`config.mk`:
```
export PLATFORM = sky130hd
export DESIGN_NAME = rps_round_ctrl_flat
export DESIGN_NICKNAME = d
export VERILOG_FILES = /design/src/rtl/rps_pkg.sv /design/src/rtl/rps_round_ctrl_if.sv /design/src/rtl/rps_score_unit.sv /design/src/rtl/rps_round_ctrl.sv /design/src/flat_wrapper.sv
export SDC_FILE = /design/constraint.sdc
export NUM_CORES = 1
export LEC_CHECK = 0
export ABC_CLOCK_PERIOD_IN_PS = 2200
export CAP_MARGIN = 15
export CORE_MARGIN = 1.5
export CORE_UTILIZATION = 55
export DETAILED_ROUTE_END_ITERATION = 6
export DONT_BUFFER_PORTS = 1
export GPL_TIMING_DRIVEN = 0
export PLACE_DENSITY = 0.7
export SYNTH_ARGS = -nofsm -noshare
export SYNTH_HDL_FRONTEND = slang
export SYNTH_SLANG_ARGS = --single-unit
```
`constraint.sdc`:
```
create_clock -name clock -period 2.2 [get_ports clock]
set_clock_uncertainty 0.15 [all_clocks]
set_input_delay 0.33 -clock clock [delete_from_list [all_inputs] [get_ports clock]]
set_output_delay 0.33 -clock clock [all_outputs]
set_load 0.05 [all_outputs]
```
`src/rtl/rps_pkg.sv`:
```
// Shared move/result encodings, round-controller state type and the game rules
// used by the round controller, predictor and display blocks.
package rps_pkg;

   localparam logic [1:0] ROCK     = 2'd0;
   localparam logic [1:0] PAPER    = 2'd1;
   localparam logic [1:0] SCISSORS = 2'd2;
   localparam logic [1:0] NONE     = 2'd3;

   localparam logic [1:0] DRAW   = 2'b00;
   localparam logic [1:0] P_WIN  = 2'b01;
   localparam logic [1:0] AI_WIN = 2'b10;
   localparam logic [1:0] R_NONE = 2'b11;

   typedef enum logic [2:0] {IDLE, QUERY, RESOLVE, UPDATE, OVER} state_e;

   // Move that defeats m; an invalid move maps to ROCK so callers never see NONE.
   function automatic logic [1:0] beat(input logic [1:0] m);
      logic [1:0] r;
      case (m)
         ROCK:     r = PAPER;
         PAPER:    r = SCISSORS;
         SCISSORS: r = ROCK;
         default:  r = ROCK;
      endcase
      return r;
   endfunction

   function automatic logic [1:0] outcome(input logic [1:0] player, input logic [1:0] ai);
      logic [1:0] r;
      if (player == ai) begin
         r = DRAW;
      end else if (player == beat(ai)) begin
         r = P_WIN;
      end else begin
         r = AI_WIN;
      end
      return r;
   endfunction

endpackage

```
`src/rtl/rps_round_ctrl_if.sv`:
```
// Request/response and training-update handshakes between the round
// controller (master) and the move predictor (slave).
interface rps_round_ctrl_if;

   logic       pred_req;
   logic       pred_valid;
   logic [1:0] pred_choice;
   logic       upd_valid;
   logic       upd_ready;
   logic [3:0] upd_comb;

   modport master (
      output pred_req, upd_valid, upd_comb,
      input  pred_valid, pred_choice, upd_ready
   );

   modport slave (
      input  pred_req, upd_valid, upd_comb,
      output pred_valid, pred_choice, upd_ready
   );

endinterface

```
`src/rtl/rps_score_unit.sv`:
```
// Saturating per-side score counters, wrapping round counter and the
// win-target compare that ends the game.
module rps_score_unit
   import rps_pkg::*;
#(
   parameter int unsigned SCORE_W    = 4,
   parameter int unsigned WIN_TARGET = 5,
   parameter int unsigned ROUND_W    = 8
) (
   input  logic               clock,
   input  logic               reset,
   input  logic               clear,
   input  logic               score_en,
   input  logic [1:0]         round_result,
   output logic [SCORE_W-1:0] score_player,
   output logic [SCORE_W-1:0] score_ai,
   output logic [ROUND_W-1:0] round_count,
   output logic               won
);

   localparam logic [SCORE_W-1:0] TARGET = SCORE_W'(WIN_TARGET);

   always_ff @(posedge clock) begin
      if (!reset || clear) begin
         score_player <= '0;
         score_ai     <= '0;
         round_count  <= '0;
      end else if (score_en) begin
         round_count <= round_count + 1'b1;
         if (round_result == P_WIN && score_player != '1) begin
            score_player <= score_player + 1'b1;
         end
         if (round_result == AI_WIN && score_ai != '1) begin
            score_ai <= score_ai + 1'b1;
         end
      end
   end

   assign won = (score_player >= TARGET) || (score_ai >= TARGET);

endmodule

```
`src/rtl/rps_round_ctrl.sv`:
```
// Round sequencer: latch player move, query predictor, play the counter-move,
// score the round and hand the move combination back as a training update.
module rps_round_ctrl
   import rps_pkg::*;
#(
   parameter int unsigned SCORE_W    = 4,
   parameter int unsigned WIN_TARGET = 5,
   parameter int unsigned TIMEOUT    = 15,
   parameter int unsigned ROUND_W    = 8
) (
   input  logic                  clock,
   input  logic                  reset,
   input  logic                  start,
   input  logic                  new_game,
   input  logic [1:0]            player_move,
   rps_round_ctrl_if.master      bus,
   output logic [1:0]            ai_move,
   output logic [1:0]            result,
   output logic [SCORE_W-1:0]    score_player,
   output logic [SCORE_W-1:0]    score_ai,
   output logic [ROUND_W-1:0]    round_count,
   output logic                  busy,
   output logic                  game_over,
   output logic                  err
);

   localparam int unsigned        TIMER_W    = (TIMEOUT > 1) ? $clog2(TIMEOUT) : 1;
   localparam logic [TIMER_W-1:0] TIMER_LAST = TIMER_W'(TIMEOUT - 1);

   state_e             state;
   logic [1:0]         pmove;
   logic [1:0]         fb_cnt;
   logic [TIMER_W-1:0] timer;
   logic [1:0]         round_result;
   logic               score_en;
   logic               won;

   assign round_result = outcome(pmove, ai_move);
   assign score_en     = (state == RESOLVE) && !new_game;

   always_ff @(posedge clock) begin
      if (!reset) begin
         fb_cnt <= 2'd0;
      end else begin
         fb_cnt <= (fb_cnt == 2'd2) ? 2'd0 : fb_cnt + 2'd1;
      end
   end

   always_ff @(posedge clock) begin
      if (!reset) begin
         state         <= IDLE;
         pmove         <= ROCK;
         timer         <= '0;
         ai_move       <= NONE;
         result        <= R_NONE;
         bus.pred_req  <= 1'b0;
         bus.upd_valid <= 1'b0;
         bus.upd_comb  <= '0;
         busy          <= 1'b0;
         game_over     <= 1'b0;
         err           <= 1'b0;
      end else if (new_game) begin
         // Aborts any round in flight; the pending update is never issued.
         state         <= IDLE;
         ai_move       <= NONE;
         result        <= R_NONE;
         bus.pred_req  <= 1'b0;
         bus.upd_valid <= 1'b0;
         busy          <= 1'b0;
         game_over     <= 1'b0;
         err           <= 1'b0;
      end else begin
         err <= 1'b0;
         unique case (state)
            IDLE: begin
               if (start && player_move != NONE) begin
                  pmove        <= player_move;
                  timer        <= '0;
                  bus.pred_req <= 1'b1;
                  busy         <= 1'b1;
                  state        <= QUERY;
               end else if (start) begin
                  err <= 1'b1;
               end
            end
            QUERY: begin
               if (bus.pred_valid || timer == TIMER_LAST) begin
                  // A malformed prediction is handled like a missing one.
                  ai_move      <= (bus.pred_valid && bus.pred_choice != NONE) ?
                                  beat(bus.pred_choice) : beat(fb_cnt);
                  bus.pred_req <= 1'b0;
                  state        <= RESOLVE;
               end else begin
                  timer <= timer + 1'b1;
               end
            end
            RESOLVE: begin
               result        <= round_result;
               bus.upd_comb  <= {ai_move, pmove};
               bus.upd_valid <= 1'b1;
               state         <= UPDATE;
            end
            UPDATE: begin
               if (bus.upd_ready) begin
                  bus.upd_valid <= 1'b0;
                  busy          <= 1'b0;
                  if (won) begin
                     game_over <= 1'b1;
                     state     <= OVER;
                  end else begin
                     state <= IDLE;
                  end
               end
            end
            OVER: begin
            end
            default: state <= IDLE;
         endcase
      end
   end

   rps_score_unit #(
      .SCORE_W    (SCORE_W),
      .WIN_TARGET (WIN_TARGET),
      .ROUND_W    (ROUND_W)
   ) u_score (
      .clock        (clock),
      .reset        (reset),
      .clear        (new_game),
      .score_en     (score_en),
      .round_result (round_result),
      .score_player (score_player),
      .score_ai     (score_ai),
      .round_count  (round_count),
      .won          (won)
   );

endmodule

```
`src/flat_wrapper.sv`:
```
// flat-port wrapper written by rule: the top's interface ports become plain ports
module rps_round_ctrl_flat import rps_pkg::*;
#(
   parameter int unsigned SCORE_W    = 4,
   parameter int unsigned WIN_TARGET = 5,
   parameter int unsigned TIMEOUT    = 15,
   parameter int unsigned ROUND_W    = 8
)
  (clock, reset, start, new_game, player_move, ai_move, result, score_player, score_ai, round_count, busy, game_over, err, bus_pred_req, bus_upd_valid, bus_upd_comb, bus_pred_valid, bus_pred_choice, bus_upd_ready);
  rps_round_ctrl_if bus_i ();
  input  logic clock;
  input  logic reset;
  input  logic start;
  input  logic new_game;
  input  logic [1:0] player_move;
  output logic [1:0] ai_move;
  output logic [1:0] result;
  output logic [SCORE_W-1:0] score_player;
  output logic [SCORE_W-1:0] score_ai;
  output logic [ROUND_W-1:0] round_count;
  output logic busy;
  output logic game_over;
  output logic err;
  output wire logic [$bits(bus_i.pred_req)-1:0] bus_pred_req;
  output wire logic [$bits(bus_i.upd_valid)-1:0] bus_upd_valid;
  output wire logic [$bits(bus_i.upd_comb)-1:0] bus_upd_comb;
  input wire logic [$bits(bus_i.pred_valid)-1:0] bus_pred_valid;
  input wire logic [$bits(bus_i.pred_choice)-1:0] bus_pred_choice;
  input wire logic [$bits(bus_i.upd_ready)-1:0] bus_upd_ready;
  assign bus_pred_req = bus_i.pred_req;
  assign bus_upd_valid = bus_i.upd_valid;
  assign bus_upd_comb = bus_i.upd_comb;
  assign bus_i.pred_valid = bus_pred_valid;
  assign bus_i.pred_choice = bus_pred_choice;
  assign bus_i.upd_ready = bus_upd_ready;
  rps_round_ctrl #(.SCORE_W(SCORE_W), .WIN_TARGET(WIN_TARGET), .TIMEOUT(TIMEOUT), .ROUND_W(ROUND_W)) u_core (.clock(clock), .reset(reset), .start(start), .new_game(new_game), .player_move(player_move), .bus(bus_i), .ai_move(ai_move), .result(result), .score_player(score_player), .score_ai(score_ai), .round_count(round_count), .busy(busy), .game_over(game_over), .err(err));
endmodule
```
==> Word level (Yosys, flattened, before mapping) <==
Cells that the tools add are included.
{ "totals": {"regBits": 40, "input_bits": 10, "wordCells": 100} }
{ "op_classes": {"n_bitwise": 4, "n_eq_ne": 21, "n_reduce_logical": 31, "add_sub_neg": 5, "mux": 22, "n_lt_le_gt_ge": 2} }
{ "op_table": {"columns": ["op", "count"], "rows": [
  ["case mux 3 bit (5 select lines)", 1],
  ["adder 4 x 1 -> 4 bit (second input constant)", 3],
  ["2-to-1 mux 3 bit", 4],
  ["case mux 2 bit (2 select lines)", 3],
  ["AND reduction 3 bit", 4],
  ["AND reduction 2 bit", 5],
  ["adder 8 x 1 -> 8 bit (second input constant)", 1],
  ["== test 2 x 1 -> 1 bit (second input constant)", 4],
  ["greater-or-equal comparator 4 x 3 -> 1 bit (second input constant)", 2],
  ["2-to-1 mux 2 bit", 4],
  ["2-to-1 mux 4 bit", 2],
  ["!= test 2 bit (second input constant)", 4],
  ["!= test 4 bit (second input constant)", 2],
  ["case mux 4 bit (2 select lines)", 1],
  ["AND reduction 4 bit", 2],
  ["== test 3 x 2 -> 1 bit (second input constant)", 2],
  ["logical NOT 2 bit", 3],
  ["case mux 1 bit (2 select lines)", 3],
  ["nonzero test 2 bit", 3],
  ["logical AND 1 bit", 5],
  ["== test 2 bit", 2],
  ["== test 2 bit (second input constant)", 2],
  ["== test 4 bit (second input constant)", 1],
  ["2-to-1 mux 1 bit", 4],
  ["10 further kinds", 18]
]} }

==> Logic depth before layout (Yosys ltp) <==
Gate-level depths: netlist of the first run.
{ "logic_depth": {"depth_word": 9, "ltp_mapped": 6, "ltp_nobuf": 6} }

==> Hierarchy <==
Synthesis of the first run repeated with hierarchy kept, for this count alone.
{ "unflattened": {"cells_unflattened": 241, "area_unflattened_um2": 2052.0} }
{ "modules_own_cells": {"columns": ["mod", "area_per_inst_um2", "n_inst", "cells_each"], "rows": [
  ["rps_round_ctrl", 1208.7, 1, 143],
  ["rps_score_unit", 843.3, 1, 98]
]} }

==> Worst setup path after synthesis of the first run <==
OpenSTA, ideal clock, no wires.
{ "synth_timing": {"kind": "reg2reg", "startpoint": "register u_core.ai_move[1]", "endpoint": "register u_core.u_score.score_ai[3]", "arrival_time_ns": 2.023, "slack_ns": -0.043, "period_less_slack_ns": 2.243, "n_path_buf": 1, "setup_ns": 0.070, "stages_incl_launch_ff": 6, "path_cell_list": "dfxtp_1 -> clkbuf_1 -> xnor2_1 -> a311o_1 -> or4_1 -> a21oi_1"} }
{ "synth_between": {"elab_chain_len": 9, "word_cells_on_any_way": 11} }
{ "synth_rtl": {"columns": ["element", "line_no", "rtl"], "rows": [
  ["start, declared", "rps_round_ctrl.sv:17", "output logic [1:0] ai_move,"],
  ["start signal, assigned", "rps_round_ctrl.sv:89", "ai_move <= (bus.pred_valid && bus.pred_choice != NONE) ?"],
  ["== test 2 x 1 -> 1 bit / logical NOT 2 bit (equally long branches)", "rps_pkg.sv:20", "case (m)"],
  ["case mux 2 bit (2 select lines)", "rps_pkg.sv:20", null],
  ["2-to-1 mux 2 bit", "rps_pkg.sv:31", "if (player == ai) begin"],
  ["== test 2 bit", "rps_pkg.sv:33", "end else if (player == beat(ai)) begin"],
  ["2-to-1 mux 2 bit", "rps_pkg.sv:33", null],
  ["2-to-1 mux 2 bit *", "rps_pkg.sv:31", null],
  ["== test 2 bit *", "rps_score_unit.sv:33", "if (round_result == AI_WIN && score_ai != '1) begin"],
  ["logical AND 1 bit *", "rps_score_unit.sv:33", null],
  ["AND reduction 2 bit (no source line) *", null, null],
  ["end signal, assigned", "rps_score_unit.sv:34", "score_ai <= score_ai + 1'b1;"],
  ["end, declared", "rps_score_unit.sv:16", "output logic [SCORE_W-1:0] score_ai,"]
]} }
Every way passes the cells marked *; elsewhere a longest branch is shown, timed or not. The select of a mux whose other input is x is not followed.
A chain may end at the register's enable or synchronous reset.

==> Worst setup path after layout of the first run <==
{ "layout_timing": {"startpoint": "register u_core.u_score.score_ai[0]", "endpoint": "register u_core.u_score.score_ai[3]"} }
{ "layout_between": {"elab_chain_len": 3, "word_cells_on_any_way": 4} }
{ "layout_rtl": {"columns": ["element"], "rows": [
  ["parallel branches: the longest is 3 deep, another holds adder 4 x 1 -> 4 bit"]
]} }
Parallel ways; which one is timed is not known.

==> flow_summary.toml, run 1 <==
[outcome]
status = "finished, final reports clean"

[placement]
place.detailed.hpwl_mm = 3.122
port_buffers = 0
gp_congestion = 0.8195

[timing]
fin_crit_sh_pct = 96.06
hold_slack_ns = 0.01181
relSlewSlack_pct = 53.17
final-setup-viol-count = 0
maxSlewViolCount = 0
layout_min_cycle_time_ns = 2.113
fmax_ghz = 0.4732
tightest_slew_ns = 0.7009
rsz0062_at_grt = "false"
hold_viol = 0

[detailed_routing]
ant_nets = 0
drc = 0
avgViaCountPerCell = 5.877
dr.first_iter.drc_count = 125
first_pass_iters = 4
via_count = 1716
wire_per_inst_um = 14.55
wl_mm = 4.249

[clock_network]
cts_max_level = 2
cts_root_buffer = "clkbuf_4"
cts_sinks = 40
cts_tree = "yes"
insertion_delay_ns = 0.34
ctsLongestPathBuffers = 2
cts_buffers = 5
clk_pin_slew_ns = 0.12

[finish]
nets = 267
regArea_um2 = 818.3
nFillCells = 319
multi_input_area_um2 = 1129
drive_above_1_share_pct = 9.756
synthToLayoutAreaGrowth_pct = 9.524
utilization_pct = 64.03
n_antenna_cell = 0

[run]
cap_violations = 0

[synth]
ys.flop_type = "dfxtp_1"
netlist_instances = 235
async_flop_share_pct = 0
mappedNetlistArea_um2 = 1997
synth_compound_area_share_pct = 18.05
syn_avg_cell_area_um2 = 8.498
yosysWarnings = 0
yosys.area_share.adder_pct = 7.519
synth_top_family_by_area = "simple AND/OR/NAND/NOR gates"
synth_edf_count = 0
yosys_register_bits = 40
synth_cell_types = 45
synth_xor_area_share_pct = 3.070
synth.mux.area_fraction_pct = 2.005
synth_nets = 257
ys_seq_area_share_pct = 40.10
synth-simple-area-share_pct = 24.50

[pwr]
leakagePower_nw = 0.7902
ir_worst_vdd_v = 0.0003194
cellPowerDensity_nw_per_um2 = 568.5

[grt]
antenna_found_initial = 0
met1_usage_pct = 26.23
met3_usage_pct = 9.286
grt_max_degree = 12
grt_pass1_wl_mm = 7.327
grt_util_met2_pct = 39.76
grt_use_total_pct = 23.03
grt_pass1_vias = 1659
grt-ovfl-total = 0
busiest_layer = "met2"

[critical_path]
path_max_fanout = 7
worstPathArrival_ns = 2.24
ff2ff_setup_slack_ns = 0.09
worstPathRequired_ns = 2.33
critical_path_class = "reg -> reg"
worst_setup_path_start_kind = "flop"
crit_path_end_kind = "flop"

[worst_hold_path]
hold_class = "in -> reg"

[floorplanning]
dieWidth_um = 63.26
core_region_area_um2 = 3416
die_area_um2 = 4001
start_util_pct = 58.46
die_y_um = 63.26
num_rows = 21
ios = 39
## cells in the final DEF, fill, tap and decap left out, drive strengths merged, types with 4 or more instances in the layout
cell type  Yosys  final
dfxtp         40     40
nand2         29     29
clkbuf        10     18
a21oi         17     17
inv           14     14
nor2          13     13
ha            12     12
o21ai          9      9
o31ai          7      7
nand3          7      7
nor3           6      6
nor2b          5      5
or3            5      5
nand4          5      5
a21boi         5      5
or4            4      4
o211ai         4      4
mux2i          4      4
xor2           4      4
nor3b          4      4
## layout make-up
| class | instances | area share, % |
|---|---|---|
| Multi-Input combinational cell | 170 | 51.60 |
| Timing Repair Buffer | 3 | 1.259 |
| Sequential cell | 40 | 37.41 |
| Clock buffer | 8 | 2.689 |
| Tap cell | 46 | 2.632 |
| Buffer | 11 | 2.002 |
| Inverter | 14 | 2.403 |
## per-layer routing
metal	share of wire, %	vias to the layer above
met4	1.2	0
li1	-	857
met5	0	-
met1	41	801
met3	7.7	5
met2	50	53
## where the power goes
group / switching (mW) / internal (mW)
Clock: 0.224 / 0.158
Sequential: 0.0224 / 0.734
Combinational: 0.0623 / 0.0428
Total: 0.309 / 0.934
## per-stage QoR
| stage | setup TNS [ns] | cells | power (mW) | instance area, µm² | setup slack, ns |
|---|---|---|---|---|---|
| detailed placement | -0.5932 | 281 | 0.8782 | 2056 | -0.1833 |
| floorplan | 0 | 235 | 0.8560 | 1998 | 0.08189 |
| finish | 0 | 292 | 1.243 | 2187 | 0.08668 |
| global route | 0 | 292 | 1.307 | 2187 | 0.02051 |
| global placement | -0.09705 | 281 | 0.8729 | 2056 | -0.07307 |
| CTS | 0 | 291 | 1.258 | 2150 | 0.01151 |
## worst paths after layout
kind / start / end / cells after the start
worst min register to register: u_core.fb_cnt[0]$_SDFF_PP0_ / u_core.fb_cnt[0]$_SDFF_PP0_ / 1
worst max-delay path: u_core.u_score.score_ai[0]$_SDFFE_PP0P_ / u_core.u_score.score_ai[3]$_SDFFE_PP0P_ / 5
worst max register to register: u_core.u_score.score_ai[0]$_SDFFE_PP0P_ / u_core.u_score.score_ai[3]$_SDFFE_PP0P_ / 5
worst min-delay path: reset / u_core.fb_cnt[1]$_SDFF_PP0_ / 1
## cells in the mapped netlist, types with 2 or more instances
| cell | number | area, µm² |
|---|---|---|
| or3_1 | 5 | 31.28 |
| o21ai_0 | 9 | 45.04 |
| ha_1 | 12 | 150.1 |
| o31ai_1 | 7 | 52.55 |
| and3_1 | 3 | 18.77 |
| nor3_1 | 6 | 30.03 |
| nand4_1 | 5 | 31.28 |
| xor2_1 | 4 | 35.03 |
| clkbuf_1 | 9 | 33.78 |
| nand2_1 | 29 | 108.9 |
| nor3b_1 | 4 | 30.03 |
| xnor2_1 | 3 | 26.28 |
| mux2i_1 | 4 | 40.04 |
| a21boi_0 | 5 | 37.54 |
| or4_1 | 4 | 30.03 |
| nor2b_1 | 5 | 31.28 |
| nor2_1 | 13 | 48.80 |
| nand3_1 | 7 | 35.03 |
| o311ai_0 | 2 | 17.52 |
| inv_1 | 14 | 52.55 |
| a21oi_1 | 17 | 85.08 |
| o211ai_1 | 4 | 30.03 |
| nand2b_1 | 3 | 18.77 |
| dfxtp_1 | 40 | 800.8 |
## critical path, stage by stage, from the launching register on
cell and delay, ns:
dfxtp_4 0.44, ha_1 0.22, and3_1 0.19, a311o_2 0.42
or4_1 0.48, a21oi_1 0.15
## timing repair
| item | CTS | global route |
|---|---|---|
| setup endpoints to repair | 6 | 7 |
| pin swaps | 0 | 2 |
| buffers inserted | 0 | 1 |
| gates cloned | 0 | 0 |
| gates resized for setup | 6 | 10 |
| hold buffers | 2 | 0 |
| endpoints found under the hold margin | 1 | 0 |
## cells by family (layout without fill, tap and decap cells)
logic type                 count (synthesis)  count (layout)
adders and majority gates                 12              12
buffers and inverters                     25              36
xor gates and xnor gates                   7               7
AOI/OAI and AO/OA                         55              55
muxes                                      4               4
DFF                                       40              40
and+or+nand+nor                           92              92
## sequential cells by signal (all words and copies together) (netlist names), 2 cells and up
register	count
u_core.pmove	2
u_core.u_score.score_player	4
u_core.state	3
u_core.bus.upd_comb	4
u_core.fb_cnt	2
u_core.ai_move	2
u_core.timer	4
u_core.result	2
u_core.u_score.round_count	8
u_core.u_score.score_ai	4
No activity file was read; power rests on OpenSTA's default activity.
==> inputs of run 2 (changes only) <==
--- a/config.mk
+++ b/config.mk
@@ -14,4 +14,5 @@
 export GPL_TIMING_DRIVEN = 0
 export PLACE_DENSITY = 0.7
+export SLEW_MARGIN = 20
 export SYNTH_ARGS = -nofsm -noshare
 export SYNTH_HDL_FRONTEND = slang
==> constraint.sdc (replaced) <==
create_clock -name clock -period 2.2 [get_ports clock]
set_clock_uncertainty 0.15 [all_clocks]
set_input_delay 0.66 -clock clock [delete_from_list [all_inputs] [get_ports clock]]
set_output_delay 0.66 -clock clock [all_outputs]
set_load 0.05 [all_outputs]
==> flow_summary.toml, run 2 (synthesis results as in run 1) <==
[outcome]
status = "finished, final reports clean"

[floorplanning]
die_y_um = 63.26
die_area_um2 = 4001
num_rows = 21
core_region_area_um2 = 3416
start_util_pct = 58.46
dieWidth_um = 63.26
ios = 39

[timing]
hold_viol = 0
maxSlewViolCount = 0
final-setup-viol-count = 0
tightest_slew_ns = 0.6684
hold_slack_ns = 0.2461
tns_ns = 0
fmax_ghz = 0.4758
setup_slack_ns = 0.09831
relSlewSlack_pct = 55.38
fin_crit_sh_pct = 95.53
layout_min_cycle_time_ns = 2.102

[pwr]
cellPowerDensity_nw_per_um2 = 583.5
ir_worst_vdd_v = 0.0003599
leakagePower_nw = 0.7994
p_total_mw = 1.269

[clock_network]
cts_tree = "yes"
cts_root_buffer = "clkbuf_4"
cts_sinks = 40
cts_max_level = 2
cts_buffers = 5
insertion_delay_ns = 0.36
clk_pin_slew_ns = 0.12
ctsLongestPathBuffers = 2

[finish]
drive_above_1_share_pct = 10.57
fin_cells = 292
layout_common_cells = "dfxtp_1 (35), nand2_1 (29), a21oi_1 (17)"
largest-register = "u_core.u_score.round_count"
final_common_cell = "dfxtp_1"
n_antenna_cell = 0
synthToLayoutAreaGrowth_pct = 8.897
largest_reg_flops = 8
nets = 267

[placement]
pre_cts_ws_ns = -0.1944
port_buffers = 0
gp_congestion = 0.8132
place.detailed.hpwl_mm = 3.155
dp_cells = 281

[detailed_routing]
wire_per_inst_um = 14.98
wl_mm = 4.375
via_count = 1720
dr.first_iter.drc_count = 122
avgViaCountPerCell = 5.890
ant_nets = 0
first_pass_iters = 4
drc = 0

[grt]
grt_pass1_vias = 1692
grt_pass1_wl_mm = 7.452
grt_use_total_pct = 23.79
grt_max_degree = 13
grt-ovfl-total = 0
antenna_found_initial = 0

[critical_path]
slowest_delay_ns = 0.45
cp_slowest_cell = "dfxtp_2"
path_max_fanout = 8
cp_cell_sequence = "ha_1, and3_1, a311o_1, or4_1, a21oi_1"
worst_setup_path_start_kind = "flop"
worstPathArrival_ns = 2.26
critical_path_class = "reg -> reg"
worstPathRequired_ns = 2.35
ff2ff_path_depth = 5
crit_path_end_kind = "flop"

[worst_hold_path]
hold_class = "in -> reg"
min_delay_path_depth = 2

[run]
cap_violations = 0
-- run 2: cell types whose count changed in the layout (fill, tap and decap cells not counted), sizes merged --
cell	delta
buf	+2
clkinv	+2
clkbuf	-2
dlygate4sd3	-2
-- run 2: final cells by class --
type | count | area [µm²]
sequential | 40 | 809.5
buffer | 11 | 45.04
inverter | 14 | 52.55
timing repair buffer | 3 | 22.52
multi-input combinational | 170 | 1126
clock inverter | 2 | 10.01
tap | 46 | 57.56
fill | 303 | 1241
clock buffer | 6 | 51.30
-- run 2: path summary, 6_finish.rpt --
path                                                               from  slack [ns]                                       to
worst max-delay path            u_core.u_score.score_ai[0]$_SDFFE_PP0P_         0.1  u_core.u_score.score_ai[3]$_SDFFE_PP0P_
worst max register to register  u_core.u_score.score_ai[0]$_SDFFE_PP0P_         0.1  u_core.u_score.score_ai[3]$_SDFFE_PP0P_
worst min register to register              u_core.fb_cnt[0]$_SDFF_PP0_        0.31              u_core.fb_cnt[0]$_SDFF_PP0_
worst min-delay path                                              start        0.25                    u_core.err$_SDFF_PP0_
-- run 2: through the flow --
stage	util (%)	cell area [µm²]
6_report	63.66	2175
5_1_grt	63.66	2175
4_1_cts	62.53	2136
3_5_place_dp	60.15	2054
3_3_place_gp	60.15	2054
2_1_floorplan	-	1997
-- run 2: report_power, final --
group	total, mW	internal (mW)	leakage (nW)	switching, mW
clock network	0.403	0.152	0.0380	0.251
registers	0.759	0.737	0.324	0.0222
logic	0.107	0.0421	0.437	0.0645
total	1.27	0.931	0.799	0.338
-- run 2: per-layer routing --
metal / vias to the layer above / track usage, % / part of all wire (%)
met1: 811 / 26.01 / 43
met5: - / 0 / 0
met3: 8 / 6.964 / 6.7
met2: 48 / 42.15 / 49
li1: 853 / - / -
met4: 0 / 11.14 / 1.8
-- run 2: repair_timing --
item / in CTS / in global routing
gates resized for setup: 7 / 6
endpoints found under the hold margin: 0 / 0
hold buffers: 0 / 0
cloned: 0 / 0
buffers inserted: 0 / 3
pin swaps: 0 / 1
endpoints found under the setup margin: 8 / 10
-- run 2: worst max-delay path, delay by kind of cell (launching register included) --
family	cells	cell delay, ns
adders and majority gates	1	0.26
and+or+nand+nor	2	0.61
AOI/OAI and AO/OA	2	0.56
DFF	1	0.45
